==> src/rtl/alu_result_fifo.sv <==
// Register FIFO that captures ALU results and flags for the write-back consumer.
// It also keeps a sticky overflow flag and a saturating overflow-event counter.
module alu_result_fifo #(
  parameter int DEPTH = 4,
  parameter int CNTW  = 8
) (
  input  logic                     clk,
  input  logic                     rst,
  input  logic                     in_valid,
  output logic                     in_ready,
  input  logic [31:0]              res,
  input  logic                     Co,
  input  logic                     zero,
  input  logic                     overflow,
  input  logic [2:0]               ALU_Ctr,
  output logic                     out_valid,
  input  logic                     out_ready,
  output logic [31:0]              out_res,
  output logic [2:0]               out_flags,
  output logic [2:0]               out_ctr,
  output logic [$clog2(DEPTH):0]   count,
  output logic                     ovf_sticky,
  output logic [CNTW-1:0]          ovf_cnt,
  input  logic                     clr_sticky
);

  localparam int AW      = $clog2(DEPTH);
  localparam int ENTRY_W = 3 + 3 + 32;
  localparam logic [AW:0] C_FULL = (AW+1)'(DEPTH);

  logic [ENTRY_W-1:0] r_mem [DEPTH];
  logic [AW-1:0]      r_wp;
  logic [AW-1:0]      r_rp;
  logic [AW:0]        r_count;
  logic               r_ovf_sticky;
  logic [CNTW-1:0]    r_ovf_cnt;

  logic               w_push;
  logic               w_pop;
  logic               w_ovf_push;
  logic [ENTRY_W-1:0] w_head;
  logic [ENTRY_W-1:0] w_entry;

  // Readiness depends only on registered occupancy, so a pop never frees a slot early.
  assign in_ready   = (r_count != C_FULL);
  assign out_valid  = (r_count != '0);
  assign w_push     = in_valid & in_ready;
  assign w_pop      = out_valid & out_ready;
  assign w_ovf_push = w_push & overflow;

  assign w_entry = {ALU_Ctr, overflow, Co, zero, res};

  always_ff @(posedge clk) begin
    if (rst && w_push) begin
      r_mem[r_wp] <= w_entry;
    end
  end

  assign w_head    = r_mem[r_rp];
  assign out_res   = w_head[31:0];
  assign out_flags = w_head[34:32];
  assign out_ctr   = w_head[37:35];

  always_ff @(posedge clk) begin
    if (!rst) begin
      r_wp    <= '0;
      r_rp    <= '0;
      r_count <= '0;
    end else begin
      if (w_push) begin
        r_wp <= r_wp + 1'b1;
      end
      if (w_pop) begin
        r_rp <= r_rp + 1'b1;
      end
      case ({w_push, w_pop})
        2'b10:   r_count <= r_count + 1'b1;
        2'b01:   r_count <= r_count - 1'b1;
        default: r_count <= r_count;
      endcase
    end
  end

  // A qualifying push in the same cycle as a clear wins and restarts the count at one.
  always_ff @(posedge clk) begin
    if (!rst) begin
      r_ovf_sticky <= 1'b0;
      r_ovf_cnt    <= '0;
    end else if (w_ovf_push) begin
      r_ovf_sticky <= 1'b1;
      if (clr_sticky) begin
        r_ovf_cnt <= CNTW'(1);
      end else if (r_ovf_cnt != '1) begin
        r_ovf_cnt <= r_ovf_cnt + 1'b1;
      end
    end else if (clr_sticky) begin
      r_ovf_sticky <= 1'b0;
      r_ovf_cnt    <= '0;
    end
  end

  assign count      = r_count;
  assign ovf_sticky = r_ovf_sticky;
  assign ovf_cnt    = r_ovf_cnt;

endmodule

==> config.mk <==
export PLATFORM = sky130hd
export DESIGN_NAME = alu_result_fifo
export DESIGN_NICKNAME = d
export VERILOG_FILES = /design/src/rtl/alu_result_fifo.sv
export SDC_FILE = /design/constraint.sdc
export NUM_CORES = 1
export LEC_CHECK = 0
export BUFFER_PORTS_ARGS = -buffer_cell sky130_fd_sc_hd__buf_2
export CORE_MARGIN = 3
export CORE_UTILIZATION = 30
export DETAILED_ROUTE_END_ITERATION = 16
export PLACE_DENSITY = 0.54
export SLEW_MARGIN = 30
export SYNTH_ARGS = -nofsm -noshare
export SYNTH_HDL_FRONTEND = slang
export SYNTH_SLANG_ARGS = --single-unit
==> constraint.sdc <==
create_clock -name clk -period 4.5 [get_ports clk]
set_input_delay 0.9 -clock clk [delete_from_list [all_inputs] [get_ports clk]]
set_output_delay 0.9 -clock clk [all_outputs]
set_load 0.03 [all_outputs]
==> impl_results.md <==
- Largest net degree at the start of global routing: 39
- Met2 routed WL: roughly 6000 µm
- Least-Margin Pin Slew: 0.872 ns
- Hpwl dp: between 7000 and 8000 µm
- Post-synth top area cell: edfxtp_1
- Rel. slew slack: between 40% and 50%
- Via count: between 3k and 4k
- I/O pin count: 95
- Synth Instances: ~310
- Vias in the first global route: ~3.5k
- WHS Path Cells: 2
- Area occupied by multi-input gates: 0.00142 mm²
- Reg power frac: between 40% and 50%
- Hold Crit Class: reg -> reg
- Register area: between 0.004 and 0.005 mm²
- Worst-path clk slew: 0.06 ns
- Yosys cell types: 44
- Setup TNS: 0 ns
- Sw Ratio: 29.6%
- Layout net count: around 460
- Clock power share: roughly 34%
- Tmin final: approximately 3.0 ns
- Clk buf depth: 2
- # setup viols final: 0
- Initial DRC Count: 173
- Cell Rows: 52
- Final hold violations: 0
- Commonest non-fill, non-tap cell in the layout: edfxtp_1
- #FFs+latches synth: between 150 and 200
- GP Congestion: about 0.84
- Unrepaired setup endpoints after global routing: no
- Root buffer cell: clkbuf_16
- Final WL: 12,000 µm
- Power per cell area: ~570 mW/mm²
- Ys Warns: 0
- NetSw: approximately 1.3 mW
- Clock Latency Late Sink: 0.42 ns
- CTS Sinks: between 150 and 200
- Synth area leaders: edfxtp_1, mux4_2, dfxtp_1
- Tcrit/Tclk final: slightly below 70%
- Post-synth top area share: between 70% and 80%
- Asr flop ratio synth: 0%
- Post-Syn Nets: about 360
- # resized after CTS: 0
- Layout area overhead: 21.9%
- Detailed Routing Iterations Pass 1: 4
- H-tree levels: 4
- Post-Route M1 WL: approximately 5200 µm
- Ant diodes: 0
- Kind of end point of the critical path: output port
- Worst setup SP type: register
- Arrival @ worst endpoint: 2.14 ns
- First-pass GRT wire length: 19,200 µm
- Combinational power share: a little over a fifth
- Die height: roughly 150 µm
- Synth Flop Type: edfxtp_1
- WL met3: approximately 670 µm
- Max Used Layer: met4
- Die Width: ~150 µm
- Max Transition Viols Final: 0
- Design Power: approximately 4.4 mW
- Status: completed
- Congestion Overflow GR: 0
- Cell Area, Synth: approximately 0.0064 mm²
- Max Fclk: 329 MHz
- Die area: roughly 0.023 mm²
- Routed len/inst: roughly 17 µm
- EDFF count, synth: about 150
- Initial antenna violation count: 0
- Starting density of the core: 31.2%
- Required @ worst endpoint: 3.60 ns
- Filler cells: approximately 1.9k
- Worst Skew: around 0.011 ns
- Pleak: approximately 2.7 nW
- DR DRC count: 0
- Max VDD drop: ~0.28 mV
- Power Internal: roughly 3.1 mW
- Reg2Reg Depth: 10
- Core Footprint: around 0.021 mm²
- DP Cell Count: between 600 and 700
- Post-CTS setup buffers: 0
- Max-cap violations: 0
- Post-route ant nets: 0
- Layout cells sized above 1: a little over two fifths
- CTS Buf Count: 17
- # port buffers: 94
- Gr usage total: 10.7%
- Vias/cell: around 4.6
- Seq/Total Area, Yosys: between 70% and 80%
- Post-route insts no fill: a little under 700
- Hold Buf Count CTS: 0
- Worst-path fanout max: 38
- WS Path Type: reg -> out
- Most frequent cells in the layout: edfxtp_1, buf_2, mux4_2, clkbuf_16, dfxtp_1
- CTS tree: built
- Syn_area_per_cell: 20.9 µm²
==> cells in the mapped netlist, types with 2 or more instances <==
cell	n
mux4_2	38
dfxtp_1	18
o21ai_0	3
nand2b_1	2
a21oi_1	4
edfxtp_1	152
inv_1	7
nor2_1	8
nor4_1	2
buf_4	2
a41o_1	2
clkbuf_1	3
and2_1	7
and3_1	4
a21boi_0	2
nor2b_1	2
buf_2	5
xnor2_1	3
ha_1	6
xor2_1	2
nand2_1	9
nand3_1	4
==> per-layer routing <==
metal  global-route usage (%)  up-vias
met1                     13.0     1632
met5                        0        -
met3                     3.81       15
li1                         -     1458
met4                     3.85        0
met2                     17.8       82
==> registers in the layout, summed over array words and instances (netlist names), named ones only <==
register / cells
count: 3
r_rp: 2
ovf_cnt: 8
ovf_sticky: 1
r_mem: 152
r_wp: 2
==> worst paths after layout <==
kind,slack [ns],endpoint,start
worst max-delay path,1.46,out_res[2],register
worst min-delay path,0.48,ovf_sticky,ovf_sticky
worst max register to register,1.98,count[2],count[2]
worst min register to register,0.48,ovf_sticky,ovf_sticky
==> metrics by stage <==
stage | instance area (µm²) | hold slack (ns) | setup WS (ns) | utilization (%)
floorplan | 6430 | 0.468 | 1.87 | -
global placement | 7220 | 0.468 | 1.75 | 35.0
detailed placement | 7220 | 0.477 | 1.70 | 35.0
CTS | 7830 | 0.489 | 1.37 | 38.0
global route | 7830 | 0.518 | 1.28 | 38.0
finish | 7830 | 0.481 | 1.46 | 38.0
==> final cells by class <==
type	count	share of cell area (%)
clock inverter	14	2.32
clock buffer	18	5.48
timing repair buffer	98	6.39
sequential	170	63.0
inverter	8	0.383
multi-input combinational	118	18.1
tap	270	4.31
==> worst max-delay path, cell delays in order, from the launching register on <==
cell and delay (ns):
dfxtp_4 0.88, mux4_2 0.63, buf_2 0.20
==> power groups by stage <==
stage,clock network [mW],logic [mW],registers [mW]
detailed placement,0,0.973,2.03
global placement,0,0.964,2.03
floorplan,0,0.801,1.92
global route,1.61,1.02,2.02
CTS,1.53,0.975,2.00
finish,1.49,0.954,1.99
==> cells by family (layout without fill, tap and decap cells) <==
family                   Yosys count  after routing  share of synthesized area, %
XOR/XNOR                           5              5                         0.682
AND/OR/NAND/NOR                   48             48                          4.28
adder cells (fa/ha/maj)            7              7                          1.48
AO/OA/AOI/OAI                     18             18                          1.95
buffers and inverters             19            138                          1.32
multiplexers                      40             40                          13.6
flip-flops                       170            170                          76.6
(Power assumes the default switching activity.)
